$ cat config.mk
export PLATFORM = sky130hd
export DESIGN_NAME = biu_mem_arbiter_flat
export DESIGN_NICKNAME = d
export VERILOG_FILES = /design/src/rtl/biu_mem_arbiter_pkg.sv /design/src/rtl/biu_mem_arbiter_if.sv /design/src/rtl/biu_mem_arbiter_rr_sel2.sv /design/src/rtl/sirv_gnrl_dfflr.sv /design/src/rtl/biu_mem_arbiter.sv /design/src/flat_wrapper.sv
export SDC_FILE = /design/constraint.sdc
export NUM_CORES = 1
export LEC_CHECK = 0
export BUFFER_PORTS_ARGS = -buffer_cell sky130_fd_sc_hd__buf_4
export CAP_MARGIN = 40
export CORE_AREA = 2 2 108 110
export CTS_BUF_LIST = sky130_fd_sc_hd__clkbuf_4 sky130_fd_sc_hd__clkbuf_8
export DETAILED_ROUTE_END_ITERATION = 10
export DIE_AREA = 0 0 110 112
export HOLD_SLACK_MARGIN = 0.03
export PLACE_DENSITY = 0.56
export REMOVE_ABC_BUFFERS = 1
export SYNTH_ARGS = -nofsm -noshare
export SYNTH_HDL_FRONTEND = slang
export SYNTH_SLANG_ARGS = --single-unit
$ cat constraint.sdc
create_clock -name clk -period 1.8 [get_ports clk]
set_clock_uncertainty 0.1 [all_clocks]
set_input_delay 0.09 -clock clk [delete_from_list [all_inputs] [get_ports clk]]
set_output_delay 0.09 -clock clk [all_outputs]
set_load 0.1 [all_outputs]
$ cat src/rtl/biu_mem_arbiter_pkg.sv
// Shared encodings and widths for the fetch/LSU memory-port arbiter.
// Optional macro BIU_ARB_PERF_CNT_EN enables the top-level grant/conflict counters.
`ifndef PC_SIZE
`define PC_SIZE 32
`endif
`ifndef XLEN
`define XLEN 32
`endif
`ifndef BIU_ARB_IDLE
`define BIU_ARB_IDLE 1'b0
`define BIU_ARB_WAIT 1'b1
`endif
`ifndef BIU_OWN_IFU
`define BIU_OWN_IFU 1'b0
`define BIU_OWN_LSU 1'b1
`endif

package biu_mem_arbiter_pkg;

  typedef enum logic {
    ARB_IDLE = `BIU_ARB_IDLE,
    ARB_WAIT = `BIU_ARB_WAIT
  } arb_state_e;

  typedef enum logic {
    OWN_IFU = `BIU_OWN_IFU,
    OWN_LSU = `BIU_OWN_LSU
  } owner_e;

  localparam int PERF_W = 32;

  function automatic logic [PERF_W-1:0] sat_inc(input logic [PERF_W-1:0] v);
    return (&v) ? v : v + PERF_W'(1);
  endfunction

endpackage

$ cat src/rtl/biu_mem_arbiter_if.sv
// Bundle of the fetch, LSU and memory handshake channels around the arbiter.
// The master modport is the arbiter's view; slave is the surrounding system.
interface biu_mem_arbiter_if #(
  parameter int ADDR_W = `PC_SIZE,
  parameter int DATA_W = `XLEN,
  parameter int MASK_W = DATA_W / 8
);
  logic              ifu_req_valid;
  logic              ifu_req_ready;
  logic [ADDR_W-1:0] ifu_req_pc;
  logic              ifu_rsp_valid;
  logic              ifu_rsp_ready;
  logic [DATA_W-1:0] ifu_rsp_instr;

  logic              lsu_req_valid;
  logic              lsu_req_ready;
  logic [ADDR_W-1:0] lsu_req_addr;
  logic              lsu_req_wen;
  logic [DATA_W-1:0] lsu_req_wdata;
  logic [MASK_W-1:0] lsu_req_wmask;
  logic              lsu_rsp_valid;
  logic              lsu_rsp_ready;
  logic [DATA_W-1:0] lsu_rsp_rdata;

  logic              mem_req_valid;
  logic              mem_req_ready;
  logic [ADDR_W-1:0] mem_req_addr;
  logic              mem_req_wen;
  logic [DATA_W-1:0] mem_req_wdata;
  logic [MASK_W-1:0] mem_req_wmask;
  logic              mem_rsp_valid;
  logic              mem_rsp_ready;
  logic [DATA_W-1:0] mem_rsp_rdata;

  modport master (
    input  ifu_req_valid, ifu_req_pc, ifu_rsp_ready,
    output ifu_req_ready, ifu_rsp_valid, ifu_rsp_instr,
    input  lsu_req_valid, lsu_req_addr, lsu_req_wen, lsu_req_wdata, lsu_req_wmask, lsu_rsp_ready,
    output lsu_req_ready, lsu_rsp_valid, lsu_rsp_rdata,
    output mem_req_valid, mem_req_addr, mem_req_wen, mem_req_wdata, mem_req_wmask, mem_rsp_ready,
    input  mem_req_ready, mem_rsp_valid, mem_rsp_rdata
  );

  modport slave (
    output ifu_req_valid, ifu_req_pc, ifu_rsp_ready,
    input  ifu_req_ready, ifu_rsp_valid, ifu_rsp_instr,
    output lsu_req_valid, lsu_req_addr, lsu_req_wen, lsu_req_wdata, lsu_req_wmask, lsu_rsp_ready,
    input  lsu_req_ready, lsu_rsp_valid, lsu_rsp_rdata,
    input  mem_req_valid, mem_req_addr, mem_req_wen, mem_req_wdata, mem_req_wmask, mem_rsp_ready,
    output mem_req_ready, mem_rsp_valid, mem_rsp_rdata
  );

endinterface

$ cat src/rtl/biu_mem_arbiter_rr_sel2.sv
// Two-way round-robin pick between fetch and LSU; on a tie the side that
// was not served last wins.
module biu_rr_sel2
  import biu_mem_arbiter_pkg::*;
(
  input  logic   ifu_valid,
  input  logic   lsu_valid,
  input  owner_e last_served,
  output owner_e sel,
  output logic   conflict
);

  always_comb begin
    sel      = OWN_IFU;
    conflict = ifu_valid & lsu_valid;
    if (conflict) begin
      sel = (last_served == OWN_IFU) ? OWN_LSU : OWN_IFU;
    end else if (lsu_valid) begin
      sel = OWN_LSU;
    end
  end

endmodule

$ cat src/rtl/sirv_gnrl_dfflr.sv
// Generic load-enabled flop with synchronous active-high reset to RST_VAL.
module sirv_gnrl_dfflr #(
  parameter int            DW      = 1,
  parameter logic [DW-1:0] RST_VAL = '0
) (
  input  logic          clk,
  input  logic          rst,
  input  logic          lden,
  input  logic [DW-1:0] dnxt,
  output logic [DW-1:0] qout
);

  always_ff @(posedge clk) begin
    if (rst) begin
      qout <= RST_VAL;
    end else if (lden) begin
      qout <= dnxt;
    end
  end

endmodule

$ cat src/rtl/biu_mem_arbiter.sv
// Fetch/LSU arbiter for the single memory port: one outstanding transaction,
// round-robin grant. Optional macro BIU_ARB_PERF_CNT_EN adds perf counters.
//
// state    | meaning
// ARB_IDLE | no transaction in flight; selected request forwarded to memory
// ARB_WAIT | request accepted; waiting to route the response to its owner
module biu_mem_arbiter
  import biu_mem_arbiter_pkg::*;
#(
  parameter int ADDR_W = `PC_SIZE,
  parameter int DATA_W = `XLEN,
  parameter int MASK_W = DATA_W / 8
) (
  input  logic clk,
  input  logic rst,
  biu_mem_arbiter_if.master bus,
`ifdef BIU_ARB_PERF_CNT_EN
  output logic [PERF_W-1:0] perf_ifu_grants,
  output logic [PERF_W-1:0] perf_lsu_grants,
  output logic [PERF_W-1:0] perf_conflict_cycles,
`endif
  output logic arb_busy
);

  logic       state_r;
  logic       state_nxt;
  logic       owner_r;
  logic       last_r;
  arb_state_e state;
  owner_e     owner;
  owner_e     last_served;
  owner_e     sel;
  logic       conflict;

  logic       idle;
  logic       waiting;
  logic       req_any;
  logic       grant_hs;
  logic       rsp_hs;

  logic [ADDR_W-1:0] sel_addr;
  logic              sel_wen;
  logic [DATA_W-1:0] sel_wdata;
  logic [MASK_W-1:0] sel_wmask;

  assign state       = arb_state_e'(state_r);
  assign owner       = owner_e'(owner_r);
  assign last_served = owner_e'(last_r);

  biu_rr_sel2 u_sel (
    .ifu_valid   (bus.ifu_req_valid),
    .lsu_valid   (bus.lsu_req_valid),
    .last_served (last_served),
    .sel         (sel),
    .conflict    (conflict)
  );

  // Reset gating keeps every handshake output low while rst is held,
  // even if the state flop still reads WAIT during that cycle.
  assign idle     = ~rst & (state == ARB_IDLE);
  assign waiting  = ~rst & (state == ARB_WAIT);
  assign req_any  = bus.ifu_req_valid | bus.lsu_req_valid;
  assign grant_hs = idle & req_any & bus.mem_req_ready;

  always_comb begin
    sel_addr  = bus.ifu_req_pc;
    sel_wen   = 1'b0;
    sel_wdata = '0;
    sel_wmask = '0;
    if (sel == OWN_LSU) begin
      sel_addr  = bus.lsu_req_addr;
      sel_wen   = bus.lsu_req_wen;
      sel_wdata = bus.lsu_req_wdata;
      sel_wmask = bus.lsu_req_wmask;
    end
  end

  assign bus.mem_req_valid = idle & req_any;
  assign bus.mem_req_addr  = sel_addr;
  assign bus.mem_req_wen   = sel_wen;
  assign bus.mem_req_wdata = sel_wdata;
  assign bus.mem_req_wmask = sel_wmask;
  assign bus.ifu_req_ready = idle & bus.ifu_req_valid & (sel == OWN_IFU) & bus.mem_req_ready;
  assign bus.lsu_req_ready = idle & bus.lsu_req_valid & (sel == OWN_LSU) & bus.mem_req_ready;

  assign bus.ifu_rsp_valid = waiting & (owner == OWN_IFU) & bus.mem_rsp_valid;
  assign bus.lsu_rsp_valid = waiting & (owner == OWN_LSU) & bus.mem_rsp_valid;
  assign bus.ifu_rsp_instr = bus.mem_rsp_rdata;
  assign bus.lsu_rsp_rdata = bus.mem_rsp_rdata;
  assign bus.mem_rsp_ready = waiting & ((owner == OWN_IFU) ? bus.ifu_rsp_ready : bus.lsu_rsp_ready);
  assign rsp_hs            = bus.mem_rsp_valid & bus.mem_rsp_ready;

  assign arb_busy = waiting;

  always_comb begin
    state_nxt = state_r;
    case (state)
      ARB_IDLE: if (grant_hs) state_nxt = `BIU_ARB_WAIT;
      ARB_WAIT: if (rsp_hs)   state_nxt = `BIU_ARB_IDLE;
      default:                state_nxt = `BIU_ARB_IDLE;
    endcase
  end

  sirv_gnrl_dfflr #(.DW(1), .RST_VAL(`BIU_ARB_IDLE)) u_state_ff (
    .clk(clk), .rst(rst), .lden(1'b1), .dnxt(state_nxt), .qout(state_r)
  );

  sirv_gnrl_dfflr #(.DW(1), .RST_VAL(`BIU_OWN_IFU)) u_owner_ff (
    .clk(clk), .rst(rst), .lden(grant_hs), .dnxt(sel), .qout(owner_r)
  );

  // Boot with LSU as last served so fetch wins the first tie.
  sirv_gnrl_dfflr #(.DW(1), .RST_VAL(`BIU_OWN_LSU)) u_last_ff (
    .clk(clk), .rst(rst), .lden(grant_hs), .dnxt(sel), .qout(last_r)
  );

`ifdef BIU_ARB_PERF_CNT_EN
  sirv_gnrl_dfflr #(.DW(PERF_W)) u_perf_ifu_ff (
    .clk(clk), .rst(rst), .lden(grant_hs & (sel == OWN_IFU)),
    .dnxt(sat_inc(perf_ifu_grants)), .qout(perf_ifu_grants)
  );

  sirv_gnrl_dfflr #(.DW(PERF_W)) u_perf_lsu_ff (
    .clk(clk), .rst(rst), .lden(grant_hs & (sel == OWN_LSU)),
    .dnxt(sat_inc(perf_lsu_grants)), .qout(perf_lsu_grants)
  );

  sirv_gnrl_dfflr #(.DW(PERF_W)) u_perf_conf_ff (
    .clk(clk), .rst(rst), .lden(idle & conflict),
    .dnxt(sat_inc(perf_conflict_cycles)), .qout(perf_conflict_cycles)
  );
`endif

endmodule

$ cat src/flat_wrapper.sv
// flat-port wrapper written by rule: the top's interface ports become plain ports
module biu_mem_arbiter_flat import biu_mem_arbiter_pkg::*;
#(
  parameter int ADDR_W = `PC_SIZE,
  parameter int DATA_W = `XLEN,
  parameter int MASK_W = DATA_W / 8
)
  (clk, rst, arb_busy, bus_ifu_req_valid, bus_ifu_req_pc, bus_ifu_rsp_ready, bus_ifu_req_ready, bus_ifu_rsp_valid, bus_ifu_rsp_instr, bus_lsu_req_valid, bus_lsu_req_addr, bus_lsu_req_wen, bus_lsu_req_wdata, bus_lsu_req_wmask, bus_lsu_rsp_ready, bus_lsu_req_ready, bus_lsu_rsp_valid, bus_lsu_rsp_rdata, bus_mem_req_valid, bus_mem_req_addr, bus_mem_req_wen, bus_mem_req_wdata, bus_mem_req_wmask, bus_mem_rsp_ready, bus_mem_req_ready, bus_mem_rsp_valid, bus_mem_rsp_rdata);
  biu_mem_arbiter_if #(.ADDR_W(ADDR_W), .DATA_W(DATA_W), .MASK_W(MASK_W)) bus_i ();
  input  logic clk;
  input  logic rst;
  output logic arb_busy;
  input wire logic [$bits(bus_i.ifu_req_valid)-1:0] bus_ifu_req_valid;
  input wire logic [$bits(bus_i.ifu_req_pc)-1:0] bus_ifu_req_pc;
  input wire logic [$bits(bus_i.ifu_rsp_ready)-1:0] bus_ifu_rsp_ready;
  output wire logic [$bits(bus_i.ifu_req_ready)-1:0] bus_ifu_req_ready;
  output wire logic [$bits(bus_i.ifu_rsp_valid)-1:0] bus_ifu_rsp_valid;
  output wire logic [$bits(bus_i.ifu_rsp_instr)-1:0] bus_ifu_rsp_instr;
  input wire logic [$bits(bus_i.lsu_req_valid)-1:0] bus_lsu_req_valid;
  input wire logic [$bits(bus_i.lsu_req_addr)-1:0] bus_lsu_req_addr;
  input wire logic [$bits(bus_i.lsu_req_wen)-1:0] bus_lsu_req_wen;
  input wire logic [$bits(bus_i.lsu_req_wdata)-1:0] bus_lsu_req_wdata;
  input wire logic [$bits(bus_i.lsu_req_wmask)-1:0] bus_lsu_req_wmask;
  input wire logic [$bits(bus_i.lsu_rsp_ready)-1:0] bus_lsu_rsp_ready;
  output wire logic [$bits(bus_i.lsu_req_ready)-1:0] bus_lsu_req_ready;
  output wire logic [$bits(bus_i.lsu_rsp_valid)-1:0] bus_lsu_rsp_valid;
  output wire logic [$bits(bus_i.lsu_rsp_rdata)-1:0] bus_lsu_rsp_rdata;
  output wire logic [$bits(bus_i.mem_req_valid)-1:0] bus_mem_req_valid;
  output wire logic [$bits(bus_i.mem_req_addr)-1:0] bus_mem_req_addr;
  output wire logic [$bits(bus_i.mem_req_wen)-1:0] bus_mem_req_wen;
  output wire logic [$bits(bus_i.mem_req_wdata)-1:0] bus_mem_req_wdata;
  output wire logic [$bits(bus_i.mem_req_wmask)-1:0] bus_mem_req_wmask;
  output wire logic [$bits(bus_i.mem_rsp_ready)-1:0] bus_mem_rsp_ready;
  input wire logic [$bits(bus_i.mem_req_ready)-1:0] bus_mem_req_ready;
  input wire logic [$bits(bus_i.mem_rsp_valid)-1:0] bus_mem_rsp_valid;
  input wire logic [$bits(bus_i.mem_rsp_rdata)-1:0] bus_mem_rsp_rdata;
  assign bus_i.ifu_req_valid = bus_ifu_req_valid;
  assign bus_i.ifu_req_pc = bus_ifu_req_pc;
  assign bus_i.ifu_rsp_ready = bus_ifu_rsp_ready;
  assign bus_ifu_req_ready = bus_i.ifu_req_ready;
  assign bus_ifu_rsp_valid = bus_i.ifu_rsp_valid;
  assign bus_ifu_rsp_instr = bus_i.ifu_rsp_instr;
  assign bus_i.lsu_req_valid = bus_lsu_req_valid;
  assign bus_i.lsu_req_addr = bus_lsu_req_addr;
  assign bus_i.lsu_req_wen = bus_lsu_req_wen;
  assign bus_i.lsu_req_wdata = bus_lsu_req_wdata;
  assign bus_i.lsu_req_wmask = bus_lsu_req_wmask;
  assign bus_i.lsu_rsp_ready = bus_lsu_rsp_ready;
  assign bus_lsu_req_ready = bus_i.lsu_req_ready;
  assign bus_lsu_rsp_valid = bus_i.lsu_rsp_valid;
  assign bus_lsu_rsp_rdata = bus_i.lsu_rsp_rdata;
  assign bus_mem_req_valid = bus_i.mem_req_valid;
  assign bus_mem_req_addr = bus_i.mem_req_addr;
  assign bus_mem_req_wen = bus_i.mem_req_wen;
  assign bus_mem_req_wdata = bus_i.mem_req_wdata;
  assign bus_mem_req_wmask = bus_i.mem_req_wmask;
  assign bus_mem_rsp_ready = bus_i.mem_rsp_ready;
  assign bus_i.mem_req_ready = bus_mem_req_ready;
  assign bus_i.mem_rsp_valid = bus_mem_rsp_valid;
  assign bus_i.mem_rsp_rdata = bus_mem_rsp_rdata;
  biu_mem_arbiter #(.ADDR_W(ADDR_W), .DATA_W(DATA_W), .MASK_W(MASK_W)) u_core (.clk(clk), .rst(rst), .bus(bus_i), .arb_busy(arb_busy));
endmodule
==> results.sh <==
export IMPL_drc_errors=0
export IMPL_area_delta_synth_final_pct=81.0
export IMPL_timing_slew_headroom_pct=80.9
export IMPL_synth_area_per_cell_um2=8.92
export IMPL_fillers=1192
export IMPL_synthCells=166
export IMPL_finalWirelength_um=9410
export IMPL_finalWorstSetupSlack_ps=26.9
export IMPL_timing_fmax_mhz=564
export IMPL_ys_ff_latch=3
export IMPL_die_height_um=112
export IMPL_leakage_uw=0.00146
export IMPL_yosysTopAreaCell="buf_4"
export IMPL_highest_layer="met5"
export IMPL_max_cap_violations=0
export IMPL_crit_path_max_incr_delay_ps=330
export IMPL_viasPerCell=3.90
export IMPL_start_kind="flip-flop"
export IMPL_path_class="reg -> out"
export IMPL_p_sw_uw=1040
export IMPL_worstPathArrival_ps=1580
export IMPL_grt_overflow_total=0
export IMPL_layout_drive_gt1_share_pct=80.1
export IMPL_period_share_pct=98.5
export IMPL_rows=39
export IMPL_yosys_area_top_type_share_pct=32.5
export IMPL_seq_power_share_pct=4.4
export IMPL_layout_common_cells="buf_4, and2_1, mux2_4"
export IMPL_wl_per_cell_um=21.9
export IMPL_start_util_pct=13.2
export IMPL_final_util_pct=24.0
export IMPL_cellPowerDensity_nw_per_um2=647
export IMPL_final_common_cell="buf_4"
export IMPL_grt_util_all_layers_pct=13.5
export IMPL_first_pass_iters=4
export IMPL_root_buffer="clkbuf_8"
export IMPL_core_area_um2=11200
export IMPL_cts_num_sinks=3
export IMPL_crit_path_end_kind="output port"
export IMPL_tightest_slew_ps=289
export IMPL_seq_area_frac_synth_pct=4.06
export IMPL_worstPathRequired_ps=1610
export IMPL_netlist_top_cells_area="buf_4, mux2_4, and2_1"
export IMPL_m1WireLength_um=2570
export IMPL_synth_edf_count=0
export IMPL_crit_slowest_cell="dfxtp_2"
export IMPL_wl_met2_um=4190
export IMPL_clk_pin_slew_ps=30
export IMPL_async_flop_share_pct=0
export IMPL_drv_slew=0
export IMPL_peakVddDrop_mv=0.199
export IMPL_p_sw_share_pct=59.8
export IMPL_ant_nets=0
export IMPL_dp_slack_ps=186
export IMPL_hpwlAfterDp_um=8230
export IMPL_grt_pass1_vias=1605
export IMPL_htree_levels=1
export IMPL_status="finished clean"
export IMPL_port_buffers=184
export IMPL_finalCriticalPeriod_ps=1770
export IMPL_p_clk_share_pct=12.2
export IMPL_antennaDiodeCount=0
export IMPL_cts_buffer_depth=2
export IMPL_crit_chain="a21bo_4 -> bufbuf_16 -> mux2_4 -> buf_6"
export IMPL_setup_viol=0
export IMPL_finalHoldViolations=0
export IMPL_grt_max_degree=39
export IMPL_vias=1678
export IMPL_gp_congestion=0.827
export IMPL_dieArea_um2=12300
export IMPL_drtIter0Drc=53
export IMPL_hold_path_class="in -> reg"
export IMPL_cp_num_buf_inv=2
export IMPL_yosys_most_used_dff="dfxtp_1"
export IMPL_comb_power_share_pct=83.4
export IMPL_io_pins=281
export IMPL_cts_tree="yes"
export IMPL_grt_pass1_wl_um=11200
export IMPL_cp_max_fo=17
export IMPL_p_int_uw=696
export IMPL_chipWidth_um=110
export IMPL_synth_cell_types=26
export IMPL_cts_buffers=3
export IMPL_antenna_found_initial=0
export IMPL_netlist_area_um2=1480
export IMPL_postCtsSetupBuffers=0
export IMPL_critical_path_top_delay_family="buffers and inverters"
export IMPL_insertion_delay_ps=220
export IMPL_fin_nets=429
export IMPL_met3_length_um=2480
export IMPL_ys_warn_count=0
metal layers:
metal  vias to the layer above  GRT usage [%]
met3                         6           15.2
met5                         -           4.62
met4                         2           2.45
met1                       704           10.8
li1                        716              -
met2                       250           21.8
tightest hold or removal path: stages:
cell	delay (ps)
buf_4	110
inv_1	50
o211ai_1	70
state kept, by name, indices dropped and copies added (netlist names):
name and flops:
u_core.u_last_ff.qout 1, u_core.u_owner_ff.qout 1, u_core.u_state_ff.qout 1
logic make-up after synthesis:
group,share of synthesized area (%)
AND/OR/NAND/NOR,21.0
flip-flops,4.06
multiplexers,32.1
buffers and inverters,39.3
AO/OA/AOI/OAI,3.55
cell type report:
class | count | area [um2] | area share [%]
Inverter | 3 | 11.3 | 0.420
Multi-Input combinational cell | 88 | 848 | 31.7
Timing Repair Buffer | 189 | 1530 | 57.1
Clock buffer | 4 | 48.8 | 1.82
Tap cell | 143 | 179 | 6.68
Sequential cell | 3 | 61.3 | 2.29
cells in the mapped netlist (all sizes together) (2+ instances only):
| cell type | number |
|---|---|
| and2 | 37 |
| inv | 3 |
| mux2 | 32 |
| buf | 68 |
| and3 | 2 |
| dfxtp | 3 |
| clkbuf | 4 |
| nor2b | 2 |
| nor2 | 2 |
stage by stage:
step | hold slack (ps) | TNS [ps] | cell area [um2] | std cells | total power (uW)
after floorplan | 80.0 | -34550 | 910 | 94 | 1090
after global routing | 60.6 | -1.32 | 2680 | 430 | 1780
after global placement | 81.2 | 0 | 2510 | 424 | 1470
final | 44.5 | 0 | 2680 | 430 | 1730
after detailed placement | 81.2 | 0 | 2510 | 424 | 1480
after CTS | 41.6 | 0 | 2660 | 430 | 1740
worst paths after layout:
kind                           from                     to  slack, ps  depth (start not counted)
max           u_core.u_last_ff.qout   bus_mem_req_addr[15]         30                          4
min                             rst  u_core.u_last_ff.qout         40                          3
min reg2reg   u_core.u_last_ff.qout  u_core.u_last_ff.qout        420                          2
max reg2reg  u_core.u_state_ff.qout  u_core.u_last_ff.qout        460                          3
power groups by stage:
stage               Combinational (uW)  Clock (uW)  Sequential, uW
floorplan                         1020           0            76.8
global placement                  1390           0            76.3
detailed placement                1400           0            76.6
CTS                               1440         215            76.3
global route                      1490         220            77.0
finish                            1440         211            76.3
repair_timing:
action	in CTS	in global routing
endpoints found under the setup margin	5	4
cloned	1	0
hold buffers	1	0
hold endpoints to repair	1	0
gates resized for setup	17	4
Power figures use the tool's default switching activity.
